==> src/rtl/rc4_smem_sequencer_if.sv <==
// RC4 S-memory sequencer bus: lab-top control, engine handshakes
// and the shared single-port S RAM port.
interface rc4_smem_sequencer_if;
  logic        start;
  logic        abort;
  logic [23:0] secret_key;
  logic [23:0] key_out;
  logic        eng_clr;
  logic        init_on;
  logic        ksa_on;
  logic        prga_on;
  logic        init_fin;
  logic        ksa_fin;
  logic        prga_fin;
  logic [7:0]  init_addr;
  logic [7:0]  ksa_addr;
  logic [7:0]  prga_addr;
  logic [7:0]  init_data;
  logic [7:0]  ksa_data;
  logic [7:0]  prga_data;
  logic        init_wren;
  logic        ksa_wren;
  logic        prga_wren;
  logic [7:0]  mem_addr;
  logic [7:0]  mem_data;
  logic        mem_wren;
  logic        busy;
  logic        done;
  logic        fault;
  logic [2:0]  phase;

  modport slave (
    input  start, abort, secret_key,
    input  init_fin, ksa_fin, prga_fin,
    input  init_addr, ksa_addr, prga_addr,
    input  init_data, ksa_data, prga_data,
    input  init_wren, ksa_wren, prga_wren,
    output key_out, eng_clr,
    output init_on, ksa_on, prga_on,
    output mem_addr, mem_data, mem_wren,
    output busy, done, fault, phase
  );

  modport master (
    output start, abort, secret_key,
    output init_fin, ksa_fin, prga_fin,
    output init_addr, ksa_addr, prga_addr,
    output init_data, ksa_data, prga_data,
    output init_wren, ksa_wren, prga_wren,
    input  key_out, eng_clr,
    input  init_on, ksa_on, prga_on,
    input  mem_addr, mem_data, mem_wren,
    input  busy, done, fault, phase
  );
endinterface

==> src/rtl/rc4_smem_sequencer.sv <==
// RC4 phase sequencer: S-init, KSA, PRGA in order, S RAM grant,
// key latch and per-phase watchdog.
module rc4_smem_sequencer #(
  parameter int TIMEOUT_CYCLES = 8192,
  parameter int CNT_W          = 16
) (
  input logic                 clk,
  input logic                 reset_n,
  rc4_smem_sequencer_if.slave bus
);

  // low 3 bits are the phase code; FAULT aliases DONE's code 7
  typedef enum logic [3:0] {
    S_IDLE  = 4'd0,
    S_CLR   = 4'd1,
    S_INIT  = 4'd2,
    S_GAP1  = 4'd3,
    S_KSA   = 4'd4,
    S_GAP2  = 4'd5,
    S_PRGA  = 4'd6,
    S_DONE  = 4'd7,
    S_FAULT = 4'd15
  } state_t;

  localparam logic [CNT_W-1:0] WD_MAX = CNT_W'(TIMEOUT_CYCLES - 1);
  localparam logic [CNT_W-1:0] WD_ONE = CNT_W'(1);

  state_t           state;
  state_t           state_nx;
  logic [23:0]      key_q;
  logic [CNT_W-1:0] wd;
  logic             take;
  logic             in_ph;
  logic             tmo;
  logic             busy_c;

  always_ff @(posedge clk or negedge reset_n) begin
    if (!reset_n) begin
      state <= S_IDLE;
      key_q <= '0;
      wd    <= '0;
    end else begin
      state <= state_nx;
      if (take) key_q <= bus.secret_key;
      if (state_nx != state) wd <= '0;
      else if (in_ph) wd <= wd + WD_ONE;
    end
  end

  assign tmo         = (wd == WD_MAX);
  assign bus.key_out = key_q;
  assign bus.phase   = state[2:0];
  assign bus.busy    = busy_c;

  always_comb begin
    state_nx     = state;
    take         = 1'b0;
    in_ph        = 1'b0;
    busy_c       = 1'b0;
    bus.eng_clr  = 1'b0;
    bus.init_on  = 1'b0;
    bus.ksa_on   = 1'b0;
    bus.prga_on  = 1'b0;
    bus.mem_addr = '0;
    bus.mem_data = '0;
    bus.mem_wren = 1'b0;
    bus.done     = 1'b0;
    bus.fault    = 1'b0;
    unique case (state)
      S_IDLE, S_DONE, S_FAULT: begin
        bus.done  = (state == S_DONE);
        bus.fault = (state == S_FAULT);
        if (bus.start) begin
          state_nx = S_CLR;
          take     = 1'b1;
        end
      end
      S_CLR: begin
        busy_c      = 1'b1;
        bus.eng_clr = 1'b1;
        state_nx    = S_INIT;
      end
      S_INIT: begin
        busy_c       = 1'b1;
        in_ph        = 1'b1;
        bus.init_on  = 1'b1;
        bus.mem_addr = bus.init_addr;
        bus.mem_data = bus.init_data;
        bus.mem_wren = bus.init_wren;
        if (bus.init_fin) state_nx = S_GAP1;
        else if (tmo)     state_nx = S_FAULT;
      end
      S_GAP1: begin
        busy_c   = 1'b1;
        state_nx = S_KSA;
      end
      S_KSA: begin
        busy_c       = 1'b1;
        in_ph        = 1'b1;
        bus.ksa_on   = 1'b1;
        bus.mem_addr = bus.ksa_addr;
        bus.mem_data = bus.ksa_data;
        bus.mem_wren = bus.ksa_wren;
        if (bus.ksa_fin) state_nx = S_GAP2;
        else if (tmo)    state_nx = S_FAULT;
      end
      S_GAP2: begin
        busy_c   = 1'b1;
        state_nx = S_PRGA;
      end
      S_PRGA: begin
        busy_c       = 1'b1;
        in_ph        = 1'b1;
        bus.prga_on  = 1'b1;
        bus.mem_addr = bus.prga_addr;
        bus.mem_data = bus.prga_data;
        bus.mem_wren = bus.prga_wren;
        if (bus.prga_fin) state_nx = S_DONE;
        else if (tmo)     state_nx = S_FAULT;
      end
      default: state_nx = S_IDLE;
    endcase
    if (busy_c && bus.abort) state_nx = S_IDLE;
  end

endmodule

==> src/flat_wrapper.sv <==
// flat-port wrapper written by rule: the top's interface ports become plain ports
module rc4_smem_sequencer_flat 
#(
  parameter int TIMEOUT_CYCLES = 8192,
  parameter int CNT_W          = 16
)
  (clk, reset_n, bus_start, bus_abort, bus_secret_key, bus_init_fin, bus_ksa_fin, bus_prga_fin, bus_init_addr, bus_ksa_addr, bus_prga_addr, bus_init_data, bus_ksa_data, bus_prga_data, bus_init_wren, bus_ksa_wren, bus_prga_wren, bus_key_out, bus_eng_clr, bus_init_on, bus_ksa_on, bus_prga_on, bus_mem_addr, bus_mem_data, bus_mem_wren, bus_busy, bus_done, bus_fault, bus_phase);
  rc4_smem_sequencer_if bus_i ();
  input logic clk;
  input logic reset_n;
  input wire logic [$bits(bus_i.start)-1:0] bus_start;
  input wire logic [$bits(bus_i.abort)-1:0] bus_abort;
  input wire logic [$bits(bus_i.secret_key)-1:0] bus_secret_key;
  input wire logic [$bits(bus_i.init_fin)-1:0] bus_init_fin;
  input wire logic [$bits(bus_i.ksa_fin)-1:0] bus_ksa_fin;
  input wire logic [$bits(bus_i.prga_fin)-1:0] bus_prga_fin;
  input wire logic [$bits(bus_i.init_addr)-1:0] bus_init_addr;
  input wire logic [$bits(bus_i.ksa_addr)-1:0] bus_ksa_addr;
  input wire logic [$bits(bus_i.prga_addr)-1:0] bus_prga_addr;
  input wire logic [$bits(bus_i.init_data)-1:0] bus_init_data;
  input wire logic [$bits(bus_i.ksa_data)-1:0] bus_ksa_data;
  input wire logic [$bits(bus_i.prga_data)-1:0] bus_prga_data;
  input wire logic [$bits(bus_i.init_wren)-1:0] bus_init_wren;
  input wire logic [$bits(bus_i.ksa_wren)-1:0] bus_ksa_wren;
  input wire logic [$bits(bus_i.prga_wren)-1:0] bus_prga_wren;
  output wire logic [$bits(bus_i.key_out)-1:0] bus_key_out;
  output wire logic [$bits(bus_i.eng_clr)-1:0] bus_eng_clr;
  output wire logic [$bits(bus_i.init_on)-1:0] bus_init_on;
  output wire logic [$bits(bus_i.ksa_on)-1:0] bus_ksa_on;
  output wire logic [$bits(bus_i.prga_on)-1:0] bus_prga_on;
  output wire logic [$bits(bus_i.mem_addr)-1:0] bus_mem_addr;
  output wire logic [$bits(bus_i.mem_data)-1:0] bus_mem_data;
  output wire logic [$bits(bus_i.mem_wren)-1:0] bus_mem_wren;
  output wire logic [$bits(bus_i.busy)-1:0] bus_busy;
  output wire logic [$bits(bus_i.done)-1:0] bus_done;
  output wire logic [$bits(bus_i.fault)-1:0] bus_fault;
  output wire logic [$bits(bus_i.phase)-1:0] bus_phase;
  assign bus_i.start = bus_start;
  assign bus_i.abort = bus_abort;
  assign bus_i.secret_key = bus_secret_key;
  assign bus_i.init_fin = bus_init_fin;
  assign bus_i.ksa_fin = bus_ksa_fin;
  assign bus_i.prga_fin = bus_prga_fin;
  assign bus_i.init_addr = bus_init_addr;
  assign bus_i.ksa_addr = bus_ksa_addr;
  assign bus_i.prga_addr = bus_prga_addr;
  assign bus_i.init_data = bus_init_data;
  assign bus_i.ksa_data = bus_ksa_data;
  assign bus_i.prga_data = bus_prga_data;
  assign bus_i.init_wren = bus_init_wren;
  assign bus_i.ksa_wren = bus_ksa_wren;
  assign bus_i.prga_wren = bus_prga_wren;
  assign bus_key_out = bus_i.key_out;
  assign bus_eng_clr = bus_i.eng_clr;
  assign bus_init_on = bus_i.init_on;
  assign bus_ksa_on = bus_i.ksa_on;
  assign bus_prga_on = bus_i.prga_on;
  assign bus_mem_addr = bus_i.mem_addr;
  assign bus_mem_data = bus_i.mem_data;
  assign bus_mem_wren = bus_i.mem_wren;
  assign bus_busy = bus_i.busy;
  assign bus_done = bus_i.done;
  assign bus_fault = bus_i.fault;
  assign bus_phase = bus_i.phase;
  rc4_smem_sequencer #(.TIMEOUT_CYCLES(TIMEOUT_CYCLES), .CNT_W(CNT_W)) u_core (.clk(clk), .reset_n(reset_n), .bus(bus_i));
endmodule
==> config.mk <==
export PLATFORM = sky130hd
export DESIGN_NAME = rc4_smem_sequencer_flat
export DESIGN_NICKNAME = d
export VERILOG_FILES = /design/src/rtl/rc4_smem_sequencer_if.sv /design/src/rtl/rc4_smem_sequencer.sv /design/src/flat_wrapper.sv
export SDC_FILE = /design/constraint.sdc
export NUM_CORES = 1
export LEC_CHECK = 0
export CAP_MARGIN = 5
export CORE_MARGIN = 1
export CORE_UTILIZATION = 35
export DETAILED_ROUTE_END_ITERATION = 10
export PLACE_DENSITY = 0.82
export SLEW_MARGIN = 20
export SYNTH_ARGS = -nofsm -noshare
export SYNTH_HDL_FRONTEND = slang
export SYNTH_SLANG_ARGS = --single-unit
==> constraint.sdc <==
create_clock -name clk -period 3.6 [get_ports clk]
set_input_delay 0.72 -clock clk [delete_from_list [all_inputs] [get_ports clk]]
set_output_delay 0.72 -clock clk [all_outputs]
set_load 0.005 [all_outputs]
==> metrics.txt, run 1 <==
synth top area cells=dfrtp_1 (41%), mux2_1 (10%), nand2_1 (6.1%); Worst slew margin=41.42%; Ant. Diodes=0; deepest clock path buffer count=2; Die Y=89.61 µm; core area=7331 µm²; final setup vio count=0; critical path type=register to output port; via-per-instance ratio=5.188; Sink Count=44; # rows=31; Primary FF master, synth=dfrtp_1; fin. max-slew vios=0; Fin Hold WS=around 0.4 ns; Post-Syn Area=2686 µm²; CTS root buffer=clkbuf_8; fin area=4168 µm²; first-pass GRT wire length=11.97 mm; Power Density=638.6 nW/µm²; PnR worst setup slack=0.5440 ns; # Post-CTS Setup Buffers=0; RSZ-0062 raised after global routing=no; DR WL/cell=16.03 µm; total negative slack=0 ns; fin crit share=84.89%; Power Total=0.002662 W; Worst Skew=0.006898 ns; Hold Fails Final Rpt=0; Initial Util=a little over a third; vias post-DR=2563; Crit path required time=2.88 ns; DRT iter0 DRCs=81; Num CTS Buffers=5; drt total wl=7.918 mm; Distinct cells, synth=between 40 and 50; Reg-to-Reg End=u_core.wd[4]; largest area contributor in the netlist=dfrtp_1; initial antenna violation count=0; number of global-route vias before repair=around 2500; status=complete, no violations; ANT nets after route=0; First-pass DRT Iterations=4; nets@finish=477; CP arrival=roughly 2.3 ns; Critical Path Start Type=register; synth cell count leaders=dfrtp_1 (44), nand2_1 (44), mux2_1 (24), a22oi_1 (17), xor2_1 (13); fill cell count=610; Post-CTS Resized=0; sequential share of the synthesized area=40.99%; pin count of the biggest net entering global routing=45; maximum vdd drop=slightly below 400 µV; met2 Track Usage GR=37.81%; ratio of cells with drive above 1 in the final layout=10.63%; DRC viols=0; crit end category=output port; GPL Wtd Cong=approximately 0.85; Die W=89.61 µm; Post-DP HPWL=between 6 and 7 mm; Clk Latency, worst-skew pair=0.30 ns; clock transition at the registers of the reported paths=0.08 ns; met1 usage=21.47%; Synth Instances=266; MaxCap Viol Count=0; R2R Path Start=u_core.state[0]; Area after DPL=4069 µm²; Fmax=327.2 MHz; IO Port Bufs=132; GRT Util Overall=19.71%; GR Util met3=4.936%; syn_area_per_cell=10.10 µm²; CTS tree=built; gr busiest metal=met2; reg2reg path depth=6; Crit Path Max Fanout=10; Hold Buf Count CTS=0; post-place setup slack=0.7517 ns; flops & latches, synth=between 40 and 50; grt ovf=0; I/O Pins=133; Async SR Flop Fraction=100.0%; Worst-Margin Slew=0.8787 ns; Die Area=8030 µm²; Reg2Reg Setup Slack=~1.2 ns; worst min-delay path class=primary input to asynchronous set/reset pin; Leakage=1.661 nW; Post-synth EDFFs=0; share of the synthesized area in the top cell type=40.99%; htree depth=2; yosys warns=0; Syn Nets=349; Area growth syn-to-layout=55.15%; Final min period=3.056 ns
registers in the layout, summed over array words and instances, names as in the netlist:
register / cells
u_core.wd: 16
u_core.bus.key_out: 24
u_core.state: 4
power breakdown:
part           switching [W]  internal, W
Combinational       0.000716     0.000869
Clock               0.000172     0.000157
Sequential         0.0000966     0.000652
through the flow:
stage | std cells | utilization [%]
finish | 494 | 56.85
global route | 494 | 56.85
CTS | 494 | 56.82
detailed placement | 486 | 55.50
global placement | 486 | 55.50
floorplan | 266 | -
worst max-delay path, stage by stage, from the launching register on:
cell             delay (ns)
dfrtp_1                0.37
nand2b_1               0.23
nor3_2                 0.44
buf_4                  0.27
a22oi_1                0.10
nand2_1                0.13
clkdlybuf4s50_1        0.50
worst max-delay path by stage:
stage,start,end,cells past startpoint
6_report,u_core.state[3],bus_mem_data[7],6
3_5_place_dp,bus_ksa_fin,u_core.wd[4],6
4_1_cts,u_core.state[3],bus_mem_data[7],6
2_1_floorplan,u_core.state[0],bus_mem_addr[0],6
3_3_place_gp,bus_ksa_fin,u_core.wd[4],6
5_1_grt,u_core.state[3],bus_mem_data[7],6
placed cells by master (no fill, tap or decap), drive strengths merged, types with 2 or more instances in the layout:
master / count
nand4: 4
clkdlybuf4s50: 131
nor3: 12
inv: 4
mux2: 24
a22oi: 17
nand2: 44
and3: 3
nand3: 9
o32ai: 2
xnor2: 2
a21oi: 9
clkbuf: 6
nor2: 10
xor2: 13
mux2i: 5
o21ai: 3
o22ai: 2
buf: 12
dfrtp: 44
nor4: 18
nand2b: 3
and4: 2
cell type report:
class / instances / area, µm² / area share (%)
clock buffers: 6 / 82.58 / 1.981
clock inverters: 2 / 13.76 / 0.3302
inverters: 3 / 11.26 / 0.2702
multi-input cells: 197 / 1434 / 34.40
flip-flops and latches: 44 / 1101 / 26.42
well taps: 99 / 123.9 / 2.972
repair buffers: 143 / 1401 / 33.62
cells by family (layout without fill, tap and decap cells):
family,Yosys count,after routing,synth area share (%)
and+or+nand+nor,112,112,23.99
DFF,44,44,40.99
AOI/OAI and AO/OA,40,40,12.11
muxes,29,29,11.92
buffers and inverters,25,154,5.636
xor gates and xnor gates,15,15,4.891
adders and majority gates,1,1,0.4657
per-layer routing:
metal / part of all wire, % / vias up
met4: 1.2 / 0
met5: 0 / -
met3: 8.8 / 9
met2: 51 / 104
met1: 39 / 1236
li1: - / 1214
Note: power is estimated with default switching activity, not from simulation.
==> run 2, diff against run 1 <==
- PLACE_DENSITY: 0.82 -> 0.85
- clock period: 3.6 -> 2.8 ns (I/O delays scaled with it)
==> run 2 against run 1 <==
Final area increased by 1.5%. Register-to-register slack worse by 0.75 ns. First-iteration DRC count grew 30%. Worst setup slack lost 0.40 ns.
==> metrics.txt, run 2 (synthesized netlist as in run 1, its figures left out) <==
status=complete, no violations (unchanged); Ant. Diodes=0 (unchanged); CTS tree=built (unchanged); Critical Path Max Stage Delay=0.59 ns (was 0.50 ns); Crit path required time=2.24 ns (was 2.88 ns); Leakage=1.694 nW (was 1.661 nW); Num CTS Buffers=5 (unchanged); final setup vio count=0 (unchanged); CP Cell Sequence=buf_4 -> and3_1 -> nor3_1 -> clkdlybuf4s50_1 (was nand2b_1 -> nor3_2 -> buf_4 -> a22oi_1 -> nand2_1 -> clkdlybuf4s50_1); worst min-delay path class=primary input to asynchronous set/reset pin (unchanged); R2R Path Start=u_core.state[3] (was u_core.state[0]); crit path max-delay cell type=clkdlybuf4s50_1 (unchanged); maximum vdd drop=568.1 µV (was 388.6 µV); Fmax=376.4 MHz; reg2reg path depth=6 (unchanged); first-pass GRT wire length=11.12 mm (was 11.97 mm); crit end category=output port (unchanged); most common cell after layout, fill and taps aside=clkdlybuf4s50_1 (unchanged); Power Density=827.4 nW/µm² (was 638.6 nW/µm²); Reg2Reg Setup Slack=0.41 ns (was 1.16 ns); Crit Path Max Fanout=13 (was 10); Critical Path Start Type=register (unchanged); deepest clock path buffer count=2 (unchanged); fin crit share=94.88%; nets@finish=481 (was 477); via-per-instance ratio=5.195 (was 5.188); met1 usage=18.90% (was 21.47%); drt total wl=7.354 mm (was 7.918 mm); GR Util met3=4.113% (was 4.936%); Die Y=89.61 µm (unchanged); Worst Skew=0.006401 ns (was 0.006898 ns); I/O Pins=133 (unchanged); IO Port Bufs=132 (unchanged); Clk Latency, worst-skew pair=0.29 ns (was 0.30 ns); Post-DP HPWL=5.589 mm (was 6.073 mm); clock transition at the registers of the reported paths=0.08 ns (about the same); Fin Hold WS=0.2497 ns (was 0.4092 ns); CTS root buffer=clkbuf_8 (unchanged); RSZ-0062 raised after global routing=no (unchanged); DR WL/cell=14.77 µm (was 16.03 µm); core area=7331 µm² (unchanged); ANT nets after route=0 (unchanged); gr busiest metal=met2 (unchanged); PnR worst setup slack=0.1433 ns (was 0.5440 ns); met2 Track Usage GR=34.57% (was 37.81%); MaxCap Viol Count=0 (unchanged); Hold Buf Count CTS=0 (unchanged); htree depth=2 (unchanged); DRC viols=0 (unchanged); CP arrival=2.10 ns (was 2.34 ns); pin count of the biggest net entering global routing=45 (unchanged); grt ovf=0 (unchanged); Worst slew margin=36.86% (was 41.42%); number of global-route vias before repair=2494 (was 2475); Sink Count=44 (unchanged); GPL Wtd Cong=0.8872 (was 0.8526); Worst-Margin Slew=0.9471 ns (was 0.8787 ns); Reg-to-Reg End=u_core.wd[15] (was u_core.wd[4]); Die Area=8030 µm² (unchanged); fill cell count=605 (was 610); vias post-DR=2587 (was 2563); initial antenna violation count=0 (unchanged); post-place setup slack=0.2233 ns (was 0.7517 ns); final core utilization=57.69% (was 56.85%); # rows=31 (unchanged); critical path type=register to output port (unchanged); FF+latch area=1102 µm² (was 1101 µm²); DRT iter0 DRCs=105 (was 81); ratio of cells with drive above 1 in the final layout=11.78% (was 10.63%); most frequent cells in the layout=clkdlybuf4s50_1 (131), nand2_1 (44), dfrtp_1 (43) (was clkdlybuf4s50_1 (131), nand2_1 (44), dfrtp_1 (44)); Area growth syn-to-layout=57.43% (was 55.15%); Initial Util=36.64% (unchanged); GRT Util Overall=18.14% (was 19.71%); Die W=89.61 µm (unchanged); Final min period=2.657 ns; multi-input combinational cell area=1434 µm² (unchanged); fin. max-slew vios=0 (unchanged); First-pass DRT Iterations=4 (unchanged); total negative slack=0 ns (unchanged); Hold Fails Final Rpt=0 (unchanged); max reg flops=24 (unchanged)
-- run 2: final cells by class --
type | count | area share [%]
well taps | 99 | 2.929
clock inverters | 1 | 0.7101
clock buffers | 7 | 2.278
flip-flops and latches | 44 | 26.07
multi-input cells | 197 | 33.91
inverters | 3 | 0.2663
repair buffers | 147 | 33.85
-- run 2: worst max-delay path, delay by kind of cell (launching register included) --
| kind | cells | cell delay, ns |
|---|---|---|
| flops | 1 | 0.47 |
| simple gates | 2 | 0.53 |
| buf+inv | 2 | 0.81 |
-- run 2: through the flow --
step / instances / power [W] / instance area [µm²]
final: 498 / 0.003499 / 4229
after global routing: 498 / 0.003746 / 4229
after CTS: 496 / 0.003511 / 4210
after detailed placement: 488 / 0.002976 / 4084
after global placement: 488 / 0.002933 / 4084
after floorplan: 266 / 0.002048 / 2686
-- run 2: timing repair --
item,in CTS,in global routing
hold endpoints to repair,0,0
setup buffers,0,2
endpoints found under the setup margin,0,17
gates resized for setup,0,1
-- run 2: how the worst max path moves through the flow --
stage / slack [ns] / from / endpoint
3_5_place_dp: 0.22 / bus_start / u_core.wd[15]
3_3_place_gp: 0.28 / bus_start / u_core.wd[4]
5_1_grt: 0.01 / u_core.state[0] / bus_mem_data[2]
6_report: 0.14 / u_core.state[0] / bus_busy
2_1_floorplan: 0.62 / u_core.state[0] / bus_mem_addr[0]
4_1_cts: 0.008 / u_core.state[2] / bus_mem_addr[7]
-- run 2: power by group --
part / switching, W / internal, W
registers: 0.000129 / 0.000840
clock network: 0.000205 / 0.000315
logic: 0.000894 / 0.00112
-- run 2: per-layer routing --
layer  vias to the layer above  share of wire [%]
met3                         6                9.5
met5                         -                  0
met4                         0                1.2
met2                       133                 52
met1                      1226                 37
li1                       1222                  -
